===== src/rtl/ldpc_decoder_scheduler_pkg.sv =====
// LDPC decoder scheduler shared definitions.
// Rate codes, codeword lengths and slot/load state encodings.
package ldpc_decoder_scheduler_pkg;

  localparam logic [1:0] LDPC_RATE_1_2 = 2'd0;
  localparam logic [1:0] LDPC_RATE_2_3 = 2'd1;
  localparam logic [1:0] LDPC_RATE_4_5 = 2'd2;

  localparam int CW_LEN_W = 14;

  localparam logic [CW_LEN_W-1:0] CW_K1024_1_2 = 14'd2048;
  localparam logic [CW_LEN_W-1:0] CW_K1024_2_3 = 14'd1536;
  localparam logic [CW_LEN_W-1:0] CW_K1024_4_5 = 14'd1280;
  localparam logic [CW_LEN_W-1:0] CW_K4096_1_2 = 14'd8192;
  localparam logic [CW_LEN_W-1:0] CW_K4096_2_3 = 14'd6144;
  localparam logic [CW_LEN_W-1:0] CW_K4096_4_5 = 14'd5120;

  typedef enum logic [1:0] {
    SLOT_FREE     = 2'd0,
    SLOT_LOADING  = 2'd1,
    SLOT_DECODING = 2'd2,
    SLOT_HOLD     = 2'd3
  } slot_st_e;

  typedef enum logic [1:0] {
    L_IDLE   = 2'd0,
    L_ACTIVE = 2'd1,
    L_DROP   = 2'd2
  } load_st_e;

  // Unknown rate codes fall back to the rate 1/2 length.
  function automatic logic [CW_LEN_W-1:0] cw_len(
    input logic       len4096,
    input logic [1:0] rate
  );
    logic [CW_LEN_W-1:0] n;
    case (rate)
      LDPC_RATE_2_3: n = len4096 ? CW_K4096_2_3 : CW_K1024_2_3;
      LDPC_RATE_4_5: n = len4096 ? CW_K4096_4_5 : CW_K1024_4_5;
      default:       n = len4096 ? CW_K4096_1_2 : CW_K1024_1_2;
    endcase
    return n;
  endfunction

endpackage


===== src/rtl/ldpc_retire_fifo.sv =====
// In-order retire queue of decoder slot IDs.
// Depth equals the decoder count, so it can never overflow.
module ldpc_retire_fifo
  import ldpc_decoder_scheduler_pkg::*;
#(
  parameter int DEPTH = 2,
  parameter int W     = 2
) (
  input  logic         clk,
  input  logic         clr_i,
  input  logic         push_i,
  input  logic [W-1:0] din_i,
  input  logic         pop_i,
  output logic [W-1:0] head_o,
  output logic         empty_o
);

  localparam int PW = (DEPTH > 1) ? $clog2(DEPTH) : 1;
  localparam int CW = $clog2(DEPTH + 1);

  logic [W-1:0]  mem_q [DEPTH];
  logic [PW-1:0] wr_q;
  logic [PW-1:0] rd_q;
  logic [CW-1:0] cnt_q;

  function automatic logic [PW-1:0] nxt(
    input logic [PW-1:0] p
  );
    return (p == PW'(DEPTH - 1)) ? '0 : p + PW'(1);
  endfunction

  // Storage, pointers and occupancy.
  always_ff @(posedge clk) begin
    if (clr_i) begin
      for (int i = 0; i < DEPTH; i++) begin
        mem_q[i] <= '0;
      end
      wr_q  <= '0;
      rd_q  <= '0;
      cnt_q <= '0;
    end else begin
      if (push_i) begin
        mem_q[wr_q] <= din_i;
        wr_q        <= nxt(wr_q);
      end
      if (pop_i) begin
        rd_q <= nxt(rd_q);
      end
      case ({push_i, pop_i})
        2'b10:   cnt_q <= cnt_q + CW'(1);
        2'b01:   cnt_q <= cnt_q - CW'(1);
        default: cnt_q <= cnt_q;
      endcase
    end
  end

  assign head_o  = mem_q[rd_q];
  assign empty_o = (cnt_q == '0);

endmodule


===== src/rtl/ldpc_decoder_scheduler.sv =====
// Assigns framed LDPC codewords to free decoders, retires in order.
// Optional statistics counters: define LDPC_SCHED_STATS_EN.
module ldpc_decoder_scheduler
  import ldpc_decoder_scheduler_pkg::*;
#(
  parameter int NUM_DEC = 2,
  parameter int ID_W    = 2
) (
  input  logic               clk,
  input  logic               reset,
  input  logic               ldpcRun,
  input  logic               clkEn,
  input  logic               dataBitIn,
  input  logic               codewordEn,
  input  logic               codeLength4096,
  input  logic [1:0]         codeRate,
  output logic               ldpcReady,
  output logic [NUM_DEC-1:0] decStart,
  output logic [NUM_DEC-1:0] decLoadEn,
  output logic               decLoadBit,
  output logic               decLastBit,
  output logic [NUM_DEC-1:0] decAbort,
  input  logic [NUM_DEC-1:0] decDone,
  output logic               outValid,
  output logic [ID_W-1:0]    outSel,
  input  logic               outReady,
  output logic               overrun
`ifdef LDPC_SCHED_STATS_EN
  ,
  output logic [15:0]        cwDoneCount,
  output logic [15:0]        cwDropCount,
  output logic [15:0]        cwAbortCount
`endif
);

  // Counter holds bits remaining after the current one (max N-2).
  localparam int CNT_W = CW_LEN_W - 1;

  logic clr;

  load_st_e         lst_q;
  slot_st_e         slot_q [NUM_DEC];
  slot_st_e         slot_d [NUM_DEC];
  logic             prevEn_q;
  logic [CNT_W-1:0] bitCnt_q;
  logic [ID_W-1:0]  sel_q;

  logic               ldpcReady_q;
  logic [NUM_DEC-1:0] decStart_q;
  logic [NUM_DEC-1:0] decLoadEn_q;
  logic               decLoadBit_q;
  logic               decLastBit_q;
  logic [NUM_DEC-1:0] decAbort_q;
  logic               overrun_q;

  logic            anyFree;
  logic [ID_W-1:0] freeSel;
  logic            headHold;
  logic [ID_W-1:0] headId;
  logic            fifoEmpty;

  logic startEv;
  logic doStart;
  logic doDrop;
  logic doLoad;
  logic doLast;
  logic doAbort;
  logic doPop;

  function automatic logic [NUM_DEC-1:0] oh(
    input logic [ID_W-1:0] s
  );
    logic [NUM_DEC-1:0] v;
    v = '0;
    for (int i = 0; i < NUM_DEC; i++) begin
      if (ID_W'(i) == s) v[i] = 1'b1;
    end
    return v;
  endfunction

  assign clr = reset | ~ldpcRun;

  // Lowest-index FREE slot, from registered state only.
  always_comb begin
    anyFree = 1'b0;
    freeSel = '0;
    for (int i = NUM_DEC - 1; i >= 0; i--) begin
      if (slot_q[i] == SLOT_FREE) begin
        anyFree = 1'b1;
        freeSel = ID_W'(i);
      end
    end
  end

  // Whether the head-of-line slot has a finished result.
  always_comb begin
    headHold = 1'b0;
    for (int i = 0; i < NUM_DEC; i++) begin
      if (ID_W'(i) == headId) begin
        headHold = (slot_q[i] == SLOT_HOLD);
      end
    end
  end

  // Load-path events for this cycle.
  always_comb begin
    startEv = clkEn & codewordEn & ~prevEn_q;
    doStart = (lst_q == L_IDLE) & startEv & anyFree;
    doDrop  = (lst_q == L_IDLE) & startEv & ~anyFree;
    doLoad  = (lst_q == L_ACTIVE) & clkEn & codewordEn;
    doLast  = doLoad & (bitCnt_q == '0);
    doAbort = (lst_q == L_ACTIVE) & clkEn & ~codewordEn;
  end

  assign outValid = ~clr & ~fifoEmpty & headHold;
  assign outSel   = headId;
  assign doPop    = outValid & outReady;

  // Slot next-state; the writers never target the same slot at once.
  always_comb begin
    for (int i = 0; i < NUM_DEC; i++) begin
      slot_d[i] = slot_q[i];
      if (clkEn && decDone[i] && slot_q[i] == SLOT_DECODING)
        slot_d[i] = SLOT_HOLD;
      if (doPop && headId == ID_W'(i))
        slot_d[i] = SLOT_FREE;
      if (doStart && freeSel == ID_W'(i))
        slot_d[i] = SLOT_LOADING;
      if (doLast && sel_q == ID_W'(i))
        slot_d[i] = SLOT_DECODING;
      if (doAbort && sel_q == ID_W'(i))
        slot_d[i] = SLOT_FREE;
    end
  end

  // Slot state registers.
  always_ff @(posedge clk) begin
    if (clr) begin
      for (int i = 0; i < NUM_DEC; i++) begin
        slot_q[i] <= SLOT_FREE;
      end
    end else begin
      for (int i = 0; i < NUM_DEC; i++) begin
        slot_q[i] <= slot_d[i];
      end
    end
  end

  // Load FSM with registered decoder-side outputs.
  always_ff @(posedge clk) begin
    if (clr) begin
      lst_q        <= L_IDLE;
      prevEn_q     <= 1'b0;
      bitCnt_q     <= '0;
      sel_q        <= '0;
      ldpcReady_q  <= 1'b0;
      decStart_q   <= '0;
      decLoadEn_q  <= '0;
      decLoadBit_q <= 1'b0;
      decLastBit_q <= 1'b0;
      decAbort_q   <= '0;
      overrun_q    <= 1'b0;
    end else begin
      decStart_q   <= '0;
      decLoadEn_q  <= '0;
      decLoadBit_q <= 1'b0;
      decLastBit_q <= 1'b0;
      decAbort_q   <= '0;
      ldpcReady_q  <= anyFree;
      if (clkEn) prevEn_q <= codewordEn;
      unique case (lst_q)
        L_IDLE: begin
          if (doStart) begin
            sel_q        <= freeSel;
            bitCnt_q     <= CNT_W'(
              cw_len(codeLength4096, codeRate) - 14'd2);
            decStart_q   <= oh(freeSel);
            decLoadEn_q  <= oh(freeSel);
            decLoadBit_q <= dataBitIn;
            lst_q        <= L_ACTIVE;
          end else if (doDrop) begin
            overrun_q <= 1'b1;
            lst_q     <= L_DROP;
          end
        end
        L_ACTIVE: begin
          if (doAbort) begin
            decAbort_q <= oh(sel_q);
            lst_q      <= L_IDLE;
          end else if (doLoad) begin
            decLoadEn_q  <= oh(sel_q);
            decLoadBit_q <= dataBitIn;
            if (doLast) begin
              decLastBit_q <= 1'b1;
              lst_q        <= L_IDLE;
            end else begin
              bitCnt_q <= bitCnt_q - CNT_W'(1);
            end
          end
        end
        L_DROP: begin
          if (clkEn && !codewordEn) lst_q <= L_IDLE;
        end
        default: lst_q <= L_IDLE;
      endcase
    end
  end

  assign ldpcReady  = ldpcReady_q;
  assign decStart   = decStart_q;
  assign decLoadEn  = decLoadEn_q;
  assign decLoadBit = decLoadBit_q;
  assign decLastBit = decLastBit_q;
  assign decAbort   = decAbort_q;
  assign overrun    = overrun_q;

  ldpc_retire_fifo #(
    .DEPTH (NUM_DEC),
    .W     (ID_W)
  ) u_fifo (
    .clk     (clk),
    .clr_i   (clr),
    .push_i  (doLast),
    .din_i   (sel_q),
    .pop_i   (doPop),
    .head_o  (headId),
    .empty_o (fifoEmpty)
  );

`ifdef LDPC_SCHED_STATS_EN
  logic [15:0] cwDone_q;
  logic [15:0] cwDrop_q;
  logic [15:0] cwAbort_q;

  // Saturating retire/drop/abort counters.
  always_ff @(posedge clk) begin
    if (clr) begin
      cwDone_q  <= '0;
      cwDrop_q  <= '0;
      cwAbort_q <= '0;
    end else begin
      if (doPop && cwDone_q != 16'hFFFF)
        cwDone_q <= cwDone_q + 16'd1;
      if (doDrop && cwDrop_q != 16'hFFFF)
        cwDrop_q <= cwDrop_q + 16'd1;
      if (doAbort && cwAbort_q != 16'hFFFF)
        cwAbort_q <= cwAbort_q + 16'd1;
    end
  end

  assign cwDoneCount  = cwDone_q;
  assign cwDropCount  = cwDrop_q;
  assign cwAbortCount = cwAbort_q;
`endif

endmodule


===== config.mk =====
export PLATFORM = sky130hd
export DESIGN_NAME = ldpc_decoder_scheduler
export DESIGN_NICKNAME = d
export VERILOG_FILES = /design/src/rtl/ldpc_decoder_scheduler_pkg.sv /design/src/rtl/ldpc_retire_fifo.sv /design/src/rtl/ldpc_decoder_scheduler.sv
export SDC_FILE = /design/constraint.sdc
export NUM_CORES = 1
export LEC_CHECK = 0
export ABC_AREA = 1
export BUFFER_PORTS_ARGS = -buffer_cell sky130_fd_sc_hd__buf_4
export CAP_MARGIN = 20
export CORE_UTILIZATION = 62
export DETAILED_ROUTE_END_ITERATION = 10
export PLACE_DENSITY_LB_ADDON = 0.15
export SYNTH_ARGS = -nofsm -noshare
export SYNTH_HDL_FRONTEND = slang
export SYNTH_HIERARCHICAL = 1
export SYNTH_SLANG_ARGS = --single-unit
export TNS_END_PERCENT = 10

===== constraint.sdc =====
create_clock -name clk -period 3.58 [get_ports clk]
set_input_delay 0.179 -clock clk [delete_from_list [all_inputs] [get_ports clk]]
set_output_delay 0.179 -clock clk [all_outputs]
set_load 0.005 [all_outputs]

Word-level counts from Yosys, hierarchy flattened
Memory sizes are Yosys's and may differ from the RTL's. A register that Yosys moved wholly into a read port is not among the register bits.
Cells that the tools add are included.
- shift operators: 0
- reductions and logical operators: 32
- order comparisons: 0
- div/mod/pow operators: 0
- $mul: 0
- bitwise operators: 26
- eq/ne operators: 24
- $add $sub $neg: 6
- mux-type cells: 63
- operators by type and width (cell ; count):
    13-bit two-way mux ; 9
    13-bit case mux with 2 select lines ; 2
    2-bit two-way mux ; 23
    1-bit two-way mux ; 24
    2-bit == test, second input constant ; 7
    2-bit logical NOT ; 7
    1-bit logical AND ; 13
    13-bit logical NOT ; 1
    13-bit by 1-bit subtractor with 13-bit output, second input constant ; 1
    13-bit by 2-bit subtractor with 13-bit output, second input constant ; 1
    1-bit bitwise AND ; 12
    2-bit by 1-bit == test with 1-bit output, second input constant ; 6
    12-bit two-way mux ; 1
    1-bit inverter ; 11
    2-bit != test, second input constant ; 5
    3-bit != test, second input constant ; 3
    2-bit case mux with 2 select lines ; 2
    1-bit by 2-bit == test with 1-bit output, first input constant ; 3
    2-bit case mux with 3 select lines ; 1
    5-bit AND reduction ; 1
    4-bit AND reduction ; 1
    2-bit nonzero test ; 2
    2-bit OR reduction ; 2
    4-bit OR reduction ; 1
    other kinds (9) ; 12
- memories: 2
- latch bits: 0
- bits of input ports: 12
- logic and storage cells: 167
- bits in registers: 32
- memory bits (writable): 8
- memory bits (read-only): 0
- output and inout bits: 13
- memories (name ; depth ; width ; rd ports ; clocked after Yosys merged registers in ; wr ports ; line ; source):
    slot_q ; 2 ; 2 ; 2 ; 0 ; 2 ; ldpc_decoder_scheduler.sv:42 ; slot_st_e slot_q [NUM_DEC];
    u_fifo.mem_q ; 2 ; 2 ; 1 ; 1 ; 2 ; ldpc_retire_fifo.sv:21 ; logic [W-1:0] mem_q [DEPTH];

Depth between registers and ports, before layout
- depth in word-level cells: 12
- mapped depth: 15

By module
Netlist, hierarchy kept.
- modules (own cells, without submodules) (module ; seq. area each (um^2) ; cells each ; instances ; area an instance (um^2)):
    ldpc_decoder_scheduler ; 620.6 ; 268 ; 1 ; 1761.7
    ldpc_retire_fifo ; 220.2 ; 45 ; 1 ; 391.6

Worst setup path before layout
No wires, ideal clock.
- path kind: flip-flop to flip-flop
- from: reg (tool-made name)
- to: reg u_fifo.cnt_q[1]
- arrival: 1783 ps
- clock period less this slack: 1847 ps
- slack: 1733 ps
- stages on the path, launching flop included: 13
- library setup time: 64 ps
- cells stage by stage: dfxtp_1 mux2_2 nor2_1 nand3_1 nand2_1 nand2_1 nor2_1 ha_1 inv_1 nand2_1 nor2_1 nor2_1 nor2_1
- RTL lines (item ; line ; source):
    end signal, assigned ; ldpc_retire_fifo.sv:50 ; 2'b10: cnt_q <= cnt_q + CW'(1);
    end signal, assigned ; ldpc_retire_fifo.sv:51 ; 2'b01: cnt_q <= cnt_q - CW'(1);
    end signal, assigned ; ldpc_retire_fifo.sv:52 ; default: cnt_q <= cnt_q;
    end, declared ; ldpc_retire_fifo.sv:24 ; logic [CW-1:0] cnt_q;

==> reports/metrics.yaml <==
antenna_found_initial: 0
async_flop_share_pct: 0
outcome: "completed"
cellLeakagePower_nw: 1.12
fin_ws_ps: 1540
synthDistinctLibCells: 30
synthCells: 313
cts_root_buf: "clkbuf_4"
hp-start: "dataBitIn"
final_common_cell: "nand2_1"
post_cts_buffers: 0
syn_to_final_growth_pct: 13.0
start_util_pct: 64.5
tritoncts: "done"
vias: 1927
via_per_inst: 4.99
synth_flop_cell: "dfxtp_1"
row_count: 21
rsz0062_at_grt: "false"
synth-edff-count: 4
overflow: 0
r2r_cells: 12
seq_area_frac_synth_pct: 39.0
highest_layer: "met4"
die_area_sq_um: 3710
holdBufCountCts: 0
nets: 357
drv_slew: 0
ant_nets: 0
drtPass1Iterations: 5
clockBufferDepth: 2
dr_wl_met3_um: 194
synth_warnings: 6
placed_area_sq_um: 2360
path_clk_slew_ps: 120
period_minus_slack_ps: 2040
clkPwrFrac_pct: 32.9
route.met2.wl_um: 1980
reg2reg_slack_ps: 1540
drive_above_1_share_pct: 16.5
worstPathArrival_ps: 2340
switching_share_pct: 26.5
diodes: 0
stdcell_area_sq_um: 2430
seqPwrFrac_pct: 52.3
die_y_um: 60.9
path_max_fanout: 4
cts_resized: 0
place_congestion: 0.816
ir_drop_mv: 0.205
switchingPower_w: 0.000238
p_int_w: 0.000660
combPwrFrac_pct: 14.7
wl_um: 4120
hold_depth: 3
reg2reg_to: "u_fifo/cnt_q[1]"
grt_max_degree: 25
place_inst: 378
max_freq_mhz: 491
final.setup.tns_ps: 0
wirelength_met1_um: 1880
powerDensity_nw_per_um2: 369
io_buffers: 24
syn_nets: 331
cts.sinks: 40
fin_crit_sh_pct: 56.9
numCtsBuffers: 5
min_to: "decLoadBit"
crit_type: "reg -> reg"
cap_violations: 0
final_util_pct: 72.9
syn_avg_cell_area_sq_um: 6.88
required_ps: 3890
crit_path_end_kind: "flop"
finClkSkew_ps: 8.62
setup_viol: 0
die_w_um: 60.9
io_pins: 25
grt_pass1_wl_um: 6960
drc: 0
clock_latency_ps: 350
grt_usage_pct: 25.5
timing.final.hold_violations: 0
grt_pass1_vias: 1670
ys_ff_latch: 40
start_kind: "flop"
hpwl_um: 3020
final_cell_mix: "nand2_1 (78), nor2_1 (54), inv_1 (36), dfxtp_1 (36), buf_4 (24)"
drt_iter0_markers: 148
final_cells: 386
coreArea_sq_um: 3340
htreeDepth: 2
routedWlPerCell_um: 10.7
hp-class: "in -> reg"
syn-cell-area_sq_um: 2150
dpl_worst_slack_ps: 1570
==> registers in the layout, indices dropped and copies added, names as in the netlist, named ones only <==
| signal | cells |
|---|---|
| decLoadBit | 1 |
| u_fifo/rd_q | 1 |
| overrun | 1 |
| decLoadEn | 2 |
| decLastBit | 1 |
| u_fifo/cnt_q | 2 |
| ldpcReady | 1 |
| sel_q | 1 |
| lst_q | 2 |
| u_fifo/wr_q | 1 |
| prevEn_q | 1 |
| decStart | 2 |
| slot_q | 4 |
| bitCnt_q | 13 |
| decAbort | 2 |
| u_fifo/mem_q | 4 |
==> through the flow <==
step	hold slack [ps]	power [W]
2_1_floorplan	300	0.000581
3_3_place_gp	411	0.000609
3_5_place_dp	417	0.000612
4_1_cts	40.5	0.000902
5_1_grt	32.6	0.000939
6_report	47.7	0.000898
==> worst max-delay path by stage <==
stage | startpoint | endpoint | slack (ps) | cells past startpoint
final | flop | u_fifo/cnt_q[1] | 1540 | 12
after floorplan | flop | u_fifo/cnt_q[1] | 1730 | 12
after CTS | flop | u_fifo/cnt_q[1] | 1540 | 12
after detailed placement | flop | u_fifo/cnt_q[1] | 1570 | 12
after global routing | flop | u_fifo/cnt_q[1] | 1280 | 12
after global placement | flop | u_fifo/cnt_q[1] | 1650 | 12
==> critical path, stage by stage (launching register included) <==
cell,delay [ps]
dfxtp_1,360
mux2_2,360
nor2_1,160
nand3_1,90
nand2_1,70
nand2_1,60
nor2_1,250
ha_1,320
inv_1,80
nand2_1,50
nor2_1,80
nor2_1,40
nor2_1,80
==> layout make-up <==
| cell class | count | area [sq um] |
|---|---|---|
| fill | 302 | 903 |
| inverter | 40 | 150 |
| timing repair buffer | 24 | 180 |
| clock buffer | 6 | 41.3 |
| sequential | 40 | 841 |
| tap | 46 | 57.6 |
| clock inverter | 2 | 35.0 |
| multi-input combinational | 228 | 1130 |
==> Yosys cell counts (all sizes together), types with 3 or more instances <==
library cell | instances | share of area (%)
or2 | 5 | 1.5
dfxtp | 36 | 33
ha | 6 | 3.5
xnor2 | 3 | 1.2
clkbuf | 3 | 0.52
nand2 | 83 | 16
o21ai | 11 | 2.6
a21oi | 24 | 5.8
inv | 40 | 7.0
nand3 | 22 | 5.3
edfxtp | 4 | 5.6
nor2 | 61 | 13
==> power by group through the flow <==
stage / Clock, W / Sequential (W) / Combinational [W]
finish: 0.000296 / 0.000470 / 0.000132
global route: 0.000315 / 0.000472 / 0.000152
CTS: 0.000299 / 0.000470 / 0.000132
detailed placement: 0 / 0.000480 / 0.000131
global placement: 0 / 0.000480 / 0.000129
floorplan: 0 / 0.000479 / 0.000102
==> routing by layer <==
metal | global-route usage [%] | vias to the layer above
li1 | - | 1034
met1 | 30.5 | 849
met2 | 44.1 | 39
met3 | 7.04 | 5
met4 | 8.77 | 0
met5 | 0 | -
==> cells by family after synthesis <==
group	count (synthesis)	share of synthesized area [%]
and+or+nand+nor	175	36.1
buffers and inverters	45	8.54
DFF	40	39.0
AOI/OAI and AO/OA	39	9.59
adders and majority gates	6	3.49
xor gates and xnor gates	5	2.03
muxes	2	1.05
other	1	0.174
No activity file was read; power rests on OpenSTA's default activity.
